--- src/rtl/imem_boot_ctrl_if.sv ---
// Byte-stream load channel between a host (UART receiver / debug port) and imem_boot_ctrl.
interface imem_boot_ctrl_if;
  logic       ld_start;
  logic       ld_valid;
  logic [7:0] ld_byte;
  logic       ld_ready;
  logic       ld_done;

  modport master (output ld_start, ld_valid, ld_byte, ld_done, input ld_ready);
  modport slave  (input ld_start, ld_valid, ld_byte, ld_done, output ld_ready);
endinterface

--- src/rtl/imem_boot_ctrl.sv ---
// Instruction-RAM boot controller: packs a little-endian byte stream into IMEM words, then releases the core.
// Optional macro IMEM_BOOT_CHECKSUM_EN adds a wrapping 32-bit sum of all written words.
module imem_boot_ctrl #(
  parameter int          DEPTH    = 64,
  parameter int          AW       = 6,
  parameter logic [31:0] NOP_INSN = 32'h00000013
) (
  input  logic              clk,
  input  logic              reset,
  imem_boot_ctrl_if.slave   ld,
  output logic              core_rst,
  output logic [AW:0]       words_loaded,
  output logic              overflow,
  input  logic [31:0]       fetch_a,
  output logic [31:0]       fetch_rd,
  output logic              fetch_misalign,
  output logic              mem_we,
  output logic [AW-1:0]     mem_wa,
  output logic [31:0]       mem_wd,
  output logic [AW-1:0]     mem_ra,
  input  logic [31:0]       mem_rd
`ifdef IMEM_BOOT_CHECKSUM_EN
  ,
  output logic [31:0]       checksum
`endif
);

  localparam logic [AW:0]   FULL_CNT = (AW+1)'(DEPTH);
  localparam logic [AW:0]   CNT_ONE  = (AW+1)'(1);
  localparam logic [AW-1:0] PTR_ONE  = AW'(1);

  typedef enum logic [1:0] {LOAD, FLUSH, RUN} state_t;

  state_t        state, state_nxt;
  logic [1:0]    byte_idx, idx_nxt;
  logic [AW-1:0] wptr;
  logic [31:0]   asm_word, asm_nxt;
  logic          ready, full, accept, last_byte, pad, wr_fire;
  logic          unused_fetch_hi;

  assign unused_fetch_hi = ^fetch_a[31:AW+2];

  always_ff @(posedge clk) begin
    if (reset) state <= LOAD;
    else       state <= state_nxt;
  end

  always_comb begin
    state_nxt = state;
    full      = (words_loaded == FULL_CNT);
    ready     = (state == LOAD) && !full;
    accept    = ld.ld_valid && ready && !ld.ld_start;
    last_byte = accept && (byte_idx == 2'd3);
    idx_nxt   = accept ? byte_idx + 2'd1 : byte_idx;
    asm_nxt   = asm_word;
    if (accept) asm_nxt[{byte_idx, 3'b000} +: 8] = ld.ld_byte;
    // A trailing partial word is written immediately, so its pulse lands in the FLUSH cycle
    pad       = (state == LOAD) && ld.ld_done && !ld.ld_start && !last_byte && (idx_nxt != 2'd0);
    wr_fire   = last_byte || pad;
    case (state)
      LOAD:    if (ld.ld_done) state_nxt = FLUSH;
      FLUSH:   state_nxt = RUN;
      RUN:     state_nxt = RUN;
      default: state_nxt = LOAD;
    endcase
    if (ld.ld_start) state_nxt = LOAD;
  end

  assign ld.ld_ready = ready;

  // stage p0 -> p1: byte assembly and registered RAM write port
  always_ff @(posedge clk) begin
    if (reset) begin
      byte_idx     <= 2'd0;
      wptr         <= '0;
      asm_word     <= '0;
      words_loaded <= '0;
      overflow     <= 1'b0;
      mem_we       <= 1'b0;
      mem_wa       <= '0;
      mem_wd       <= '0;
      core_rst     <= 1'b1;
    end else begin
      mem_we   <= 1'b0;
      core_rst <= (state != RUN);
      if (ld.ld_start) begin
        byte_idx     <= 2'd0;
        wptr         <= '0;
        asm_word     <= '0;
        words_loaded <= '0;
        overflow     <= 1'b0;
      end else begin
        if ((state == LOAD) && ld.ld_valid && full) overflow <= 1'b1;
        if (wr_fire) begin
          mem_we       <= 1'b1;
          mem_wa       <= wptr;
          mem_wd       <= asm_nxt;
          wptr         <= wptr + PTR_ONE;
          words_loaded <= words_loaded + CNT_ONE;
          asm_word     <= '0;
          byte_idx     <= 2'd0;
        end else if (accept) begin
          asm_word <= asm_nxt;
          byte_idx <= idx_nxt;
        end
      end
    end
  end

`ifdef IMEM_BOOT_CHECKSUM_EN
  always_ff @(posedge clk) begin
    if (reset || ld.ld_start) checksum <= '0;
    else if (wr_fire)         checksum <= checksum + asm_nxt;
  end
`endif

  assign mem_ra         = fetch_a[AW+1:2];
  assign fetch_rd       = (state == RUN) ? mem_rd : NOP_INSN;
  assign fetch_misalign = (state == RUN) && (fetch_a[1:0] != 2'b00);

endmodule

--- src/flat_wrapper.sv ---
// flat-port wrapper written by rule: the top's interface ports become plain ports
module imem_boot_ctrl_flat 
#(
  parameter int          DEPTH    = 64,
  parameter int          AW       = 6,
  parameter logic [31:0] NOP_INSN = 32'h00000013
)
  (clk, reset, core_rst, words_loaded, overflow, fetch_a, fetch_rd, fetch_misalign, mem_we, mem_wa, mem_wd, mem_ra, mem_rd, ld_ld_start, ld_ld_valid, ld_ld_byte, ld_ld_done, ld_ld_ready);
  imem_boot_ctrl_if ld_i ();
  input  logic clk;
  input  logic reset;
  output logic core_rst;
  output logic [AW:0] words_loaded;
  output logic overflow;
  input  logic [31:0] fetch_a;
  output logic [31:0] fetch_rd;
  output logic fetch_misalign;
  output logic mem_we;
  output logic [AW-1:0] mem_wa;
  output logic [31:0] mem_wd;
  output logic [AW-1:0] mem_ra;
  input  logic [31:0] mem_rd;
  input wire logic [$bits(ld_i.ld_start)-1:0] ld_ld_start;
  input wire logic [$bits(ld_i.ld_valid)-1:0] ld_ld_valid;
  input wire logic [$bits(ld_i.ld_byte)-1:0] ld_ld_byte;
  input wire logic [$bits(ld_i.ld_done)-1:0] ld_ld_done;
  output wire logic [$bits(ld_i.ld_ready)-1:0] ld_ld_ready;
  assign ld_i.ld_start = ld_ld_start;
  assign ld_i.ld_valid = ld_ld_valid;
  assign ld_i.ld_byte = ld_ld_byte;
  assign ld_i.ld_done = ld_ld_done;
  assign ld_ld_ready = ld_i.ld_ready;
  imem_boot_ctrl #(.DEPTH(DEPTH), .AW(AW), .NOP_INSN(NOP_INSN)) u_core (.clk(clk), .reset(reset), .ld(ld_i), .core_rst(core_rst), .words_loaded(words_loaded), .overflow(overflow), .fetch_a(fetch_a), .fetch_rd(fetch_rd), .fetch_misalign(fetch_misalign), .mem_we(mem_we), .mem_wa(mem_wa), .mem_wd(mem_wd), .mem_ra(mem_ra), .mem_rd(mem_rd));
endmodule
--- config.mk ---
export PLATFORM = sky130hd
export DESIGN_NAME = imem_boot_ctrl_flat
export DESIGN_NICKNAME = d
export VERILOG_FILES = /design/src/rtl/imem_boot_ctrl_if.sv /design/src/rtl/imem_boot_ctrl.sv /design/src/flat_wrapper.sv
export SDC_FILE = /design/constraint.sdc
export NUM_CORES = 1
export LEC_CHECK = 0
export BUFFER_PORTS_ARGS = -buffer_cell sky130_fd_sc_hd__buf_2
export CAP_MARGIN = 10
export CORE_ASPECT_RATIO = 1.25
export CORE_MARGIN = 4
export CORE_UTILIZATION = 48
export CTS_CLUSTER_DIAMETER = 80
export CTS_CLUSTER_SIZE = 28
export DETAILED_ROUTE_END_ITERATION = 12
export PLACE_DENSITY = 0.88
export SLEW_MARGIN = 10
export SYNTH_ARGS = -nofsm -noshare
export SYNTH_HDL_FRONTEND = slang
export SYNTH_SLANG_ARGS = --single-unit
--- constraint.sdc ---
create_clock -name clk -period 2.55 [get_ports clk]
set_input_delay 0.255 -clock clk [delete_from_list [all_inputs] [get_ports clk]]
set_output_delay 0.255 -clock clk [all_outputs]
set_load 0.01 [all_outputs]
# == Word level (Yosys, flattened, before mapping) ==
# Index checks and enable logic that the tools add are counted.
# totals
regBits,90
inputBits,77
# classes
addsub,4
eq_ne,6
shift,2
muxes,7
bitwise,1
n_reduce_logical,22
# op_table
cell,count
two-way mux 32 bit,2
bitwise mux 32 bit,1
"variable shift 8 x 7 -> 32 bit, first input constant",1
variable part select 8 x 7 -> 32 bit,1
logical AND 1 bit,11
"adder 7 x 1 -> 7 bit, second input constant",1
"equality test 7 bit, second input constant",1
negator 5 -> 7 bit,1
"adder 6 x 1 -> 6 bit, second input constant",1
"equality test 2 bit, second input constant",2
two-way mux 2 bit,2
"!= test 2 bit, second input constant",2
one-hot mux 2 bit (2 select lines),1
nonzero test 2 bit,2
OR reduction 2 bit,2
zero test 1 bit,3
OR reduction 3 bit,1
"adder 2 x 1 -> 2 bit, second input constant",1
"equality test 2 x 1 -> 1 bit, second input constant",1
zero test 2 bit,1
AND reduction 2 bit,1
logical OR 1 bit,1
two-way mux 1 bit,1
NOT 1 bit,1

# == Logic depth before layout (Yosys ltp) ==
# depth
depth_word,11
mapped_depth,10
ltp_nobuf,7

# == Worst setup path before layout ==
# OpenSTA, ideal clock, no wires.
# synth_timing
kind,register to register
startpoint,reg u_core.words_loaded[2]
endpoint,reg u_core.wptr[2]
setup_ns,0.132
arrival_time_ns,1.943
required_time_ns,2.418
slack_ns,0.475
stages_incl_launch_ff,8
n_path_buf,2
period_less_slack_ns,2.075
cell_sequence,dfxtp_1 -> or4_4 -> o2111a_1 -> o21a_4 -> buf_6 -> buf_2 -> o21ai_0 -> a21oi_1
# synth_via
elab_chain_cells,10
elab_cells_between_ends,12
cone_classes,eq/ne: 1; mux: 1; reduce/logical: 10
# synth_lines
element,line,text
"start, declared",imem_boot_ctrl.sv:12,"output logic [AW:0] words_loaded,"
"start signal, assigned",imem_boot_ctrl.sv:99,words_loaded <= words_loaded + CNT_ONE;
equality test 7 bit *,imem_boot_ctrl.sv:50,full = (words_loaded == FULL_CNT);
zero test 1 bit *,imem_boot_ctrl.sv:51,ready = (state == LOAD) && !full;
logical AND 1 bit *,imem_boot_ctrl.sv:51,
logical AND 1 bit * (2 in series),imem_boot_ctrl.sv:52,accept = ld.ld_valid && ready && !ld.ld_start;
logical AND 1 bit,imem_boot_ctrl.sv:53,last_byte = accept && (byte_idx == 2'd3);
zero test 1 bit,imem_boot_ctrl.sv:58,pad = (state == LOAD) && ld.ld_done && !ld.ld_start && !last_byte && (idx_nxt != 2'd0);
logical AND 1 bit (2 in series),imem_boot_ctrl.sv:58,
logical OR 1 bit *,imem_boot_ctrl.sv:59,wr_fire = last_byte || pad;
"end signal, assigned",imem_boot_ctrl.sv:98,wptr <= wptr + PTR_ONE;
"end, declared",imem_boot_ctrl.sv:36,logic [AW-1:0] wptr;
# Mark *: on every way between the ends. The rest lies on a longest branch, timed or not.
# A chain may end at the register's enable or synchronous reset.

# == Worst setup path in the final report ==
# layout_timing
startpoint,reg u_core.state[0]
endpoint,reg u_core.mem_wd[20]
# layout_via
elab_chain_cells,10
elab_cells_between_ends,15
cone_classes,mux: 2; reduce/logical: 13
# layout_lines
element,line,text
"start, declared",imem_boot_ctrl.sv:34,"state_t state, state_nxt;"
"start signal, assigned",imem_boot_ctrl.sv:45,else state <= state_nxt;
zero test 2 bit *,"imem_boot_ctrl.sv:51, imem_boot_ctrl.sv:58",
logical AND 1 bit,imem_boot_ctrl.sv:51,
logical AND 1 bit (2 in series),imem_boot_ctrl.sv:52,
logical AND 1 bit,imem_boot_ctrl.sv:53,
zero test 1 bit,imem_boot_ctrl.sv:58,
logical AND 1 bit (2 in series),imem_boot_ctrl.sv:58,
logical OR 1 bit,imem_boot_ctrl.sv:59,
AND reduction 2 bit (no source line),--,
"end signal, assigned",imem_boot_ctrl.sv:97,mem_wd <= asm_nxt;
"end, declared",imem_boot_ctrl.sv:19,"output logic [31:0] mem_wd,"
# Marks and branches as above.

==> metrics.cfg <==
[grt]
grt_pass1_wl_microns = 15400
grt_pass1_vias = 3362
gr-total-overflow = 0
grt_antenna_before_repair = 0
grt_use_total_pct = 20.2
grt_max_degree = 49

[clock_network]
hold_buffers = 0
h-tree-depth = 3
root_buffer = clkbuf_8
cts_tree = yes
clk_latency_ps = 360
clk_pin_slew_ps = 90
clock_sinks = 90
numCtsBuffers = 9
clockBufferDepth = 2

[critical_path]
timing_worst_setup_path_type = flip-flop to flip-flop
worstPathArrival_ps = 2570
cp.depth = 7
start_kind = flip-flop
worstPathCellList = inv_1 -> ha_1 -> and3b_1 -> a21boi_1 -> nand2_1 -> a21oi_1 -> a211oi_1
path_delay_family = compound AO/OA/AOI/OAI gates
r2r_cells = 7
r2r-start = u_core.state[0]
r2r_end = u_core.mem_wd[20]
reg2reg_slack_ps = 210
crit_slowest_cell = a21boi_1
path_max_fanout = 8
required_ps = 2780
critPathCaptureType = flip-flop
critPathMaxStageDelay_ps = 520
critPathBufInv = 1

[finish]
area_delta_synth_final_pct = 22.3
postLayoutCoreUtil_pct = 60.2
num_antenna_cells = 0
drive_gt1_share_pct = 28.8
finalNetCount = 645
n_fill_cell = 675

[floorplan]
ios = 165
die-height_microns = 108
rows = 36
initial_utilization_pct = 49.3
die_w_microns = 88.2
dieArea_sq_mm = 0.00955
core-area_sq_mm = 0.00784

[pwr]
p_leak_uw = 0.00214
ir_drop_uv = 424
p_per_area_mw_per_mm2 = 545

[logic_synthesis]
syn_area_sq_mm = 0.00386
syn-instance-count = 437
syn_nets = 525
ys_ff_latch = 90
ys_types = 38
ys_seq_area_share_pct = 46.6
avgSynthCellArea_sq_um = 8.84
ys_warn_count = 0

[min_path]
hold_path.class = primary input to flip-flop
min_path_cells = 3
hold_path_end = u_core.overflow
hold_path_startpoint = ld_ld_valid

[detailed_routing]
vias = 3604
avgRoutedWirePerCell_microns = 15.1
remaining_drc_errors = 0
drt-pass1-iter-count = 4
routed_wl_microns = 9900
drt-initial-drc-count = 150
vias_per_cell = 5.49
final_antenna_net_count = 0

[flow_run]
maxCapViolations = 0

[timing]
final_max_slew_viol_count = 0
hold_viol = 0
min_period_ps = 2340
setup_viol = 0
max-slew-margin-rel_pct = 48.6
tns_ps = 0
rsz0062_at_grt = false
max_freq_mhz = 428
layout_worst_path_cycle_share_pct = 91.6
worst_clock_skew_ps = 4.56
tightestPinTransition_ps = 772

[outcome]
status = finished clean

[placed_design]
io_buffers = 128
dp_hpwl_microns = 7150
gp_congestion = 0.827

==> layout by cell type, fill, tap and decap left out, drive strengths merged, types with 6 or more instances in the layout <==
cell type and instances:
a211oi 32, a21oi 52, and2 39, and3 25, buf 139, clkbuf 9
dfxtp 90, ha 11, inv 13, mux2i 10, nand2 21, nand2b 6
nor2 57, nor3 6, o21ai 10, or3 11
==> cell type report <==
type,count,area (sq um),share of cell area [%]
clock buffers,9,124,2.62
clock inverters,7,52.6,1.11
inverters,10,37.5,0.795
multi-input cells,307,1850,39.2
flip-flops and latches,90,1800,38.2
well taps,95,119,2.52
repair buffers,139,736,15.6
==> synth_stat cells <==
library cell	number	area [sq um]
o21ai_2	1	8.76
buf_2	6	30.0
or4_4	1	11.3
and3b_1	1	8.76
or2_2	2	12.5
or3_1	11	68.8
a41oi_1	1	8.76
o21a_1	1	7.51
nand2_1	21	78.8
ha_1	11	138
a21boi_1	1	7.51
inv_1	10	37.5
and2_1	39	244
clkbuf_1	11	41.3
buf_6	3	33.8
nand3_1	3	15.0
nor3b_1	1	7.51
nor2_1	57	214
and3_1	25	156
a21oi_1	52	260
nand4_1	2	12.5
a21boi_0	1	7.51
nor3_1	6	30.0
a211oi_1	32	240
mux2i_1	10	100
o21a_4	1	15.0
o2111a_1	1	11.3
o211a_1	3	30.0
nand2b_1	6	37.5
dfxtp_1	90	1800
a31oi_1	1	6.26
a311o_1	1	10.0
o211ai_2	1	12.5
buf_4	10	75.1
o21ai_0	9	45.0
nand3b_1	3	22.5
or3b_1	1	8.76
nor4_1	1	6.26
==> how the worst max path moves through the flow <==
stage                                       from             endpoint  slack, ps
after global placement        u_core.byte_idx[0]   u_core.asm_word[2]        310
after CTS                     u_core.byte_idx[0]  u_core.asm_word[16]        140
final                            u_core.state[0]    u_core.mem_wd[20]        210
after floorplan           u_core.words_loaded[2]       u_core.wptr[2]        470
after detailed placement      u_core.byte_idx[0]  u_core.asm_word[12]        160
after global routing             u_core.state[0]    u_core.mem_wd[23]         50
==> power by group <==
group          internal, uW  total [uW]  switching, uW
clock                   362         884            522
sequential             1430        1450           15.3
combinational          99.5         241            142
==> layer usage <==
layer	wire length [microns]	part of all wire, %	vias to the layer above	global-route usage [%]
met3	788	8.0	18	3.81
li1	-	-	1752	-
met4	196	2.0	0	7.88
met1	3830	39	1697	23.3
met2	5080	51	137	36.1
met5	0	0	-	0
==> repair_timing <==
action,4_1_cts,5_1_grt
hold endpoints to repair,0,0
endpoints found under the setup margin,0,39
buffers inserted,0,2
resized for setup,0,1
==> worst register-to-register path, delay by kind of cell, from the launching register on <==
kind	cells	cell delay (ps)
compound gates	3	930
simple gates	2	640
buf+inv	1	100
fa+ha+maj	1	240
flops	1	320
==> registers in the layout, indices dropped and copies added (netlist names) <==
name,flops
u_core.words_loaded,7
u_core.core_rst,1
u_core.mem_we,1
u_core.mem_wa,6
u_core.state,2
u_core.mem_wd,32
u_core.wptr,6
u_core.overflow,1
u_core.asm_word,32
u_core.byte_idx,2
==> per-stage QoR <==
stage	cells	cell area, sq um	total power (uW)	hold slack (ps)	setup slack [ps]
after floorplan	437	3860	1630	430	475
after global placement	639	4530	1710	441	305
after detailed placement	639	4530	1720	447	158
after CTS	655	4710	2600	200	144
after global routing	657	4720	2680	240	45.3
final	657	4720	2570	213	214
==> logic make-up after synthesis <==
family          after synthesis  synth area share, %
compound gates              106                 17.4
fa+ha+maj                    11                 3.56
simple gates                180                 24.2
flops                        90                 46.6
mux                          10                 2.59
buf+inv                      40                 5.64
No activity file was read; power rests on OpenSTA's default activity.
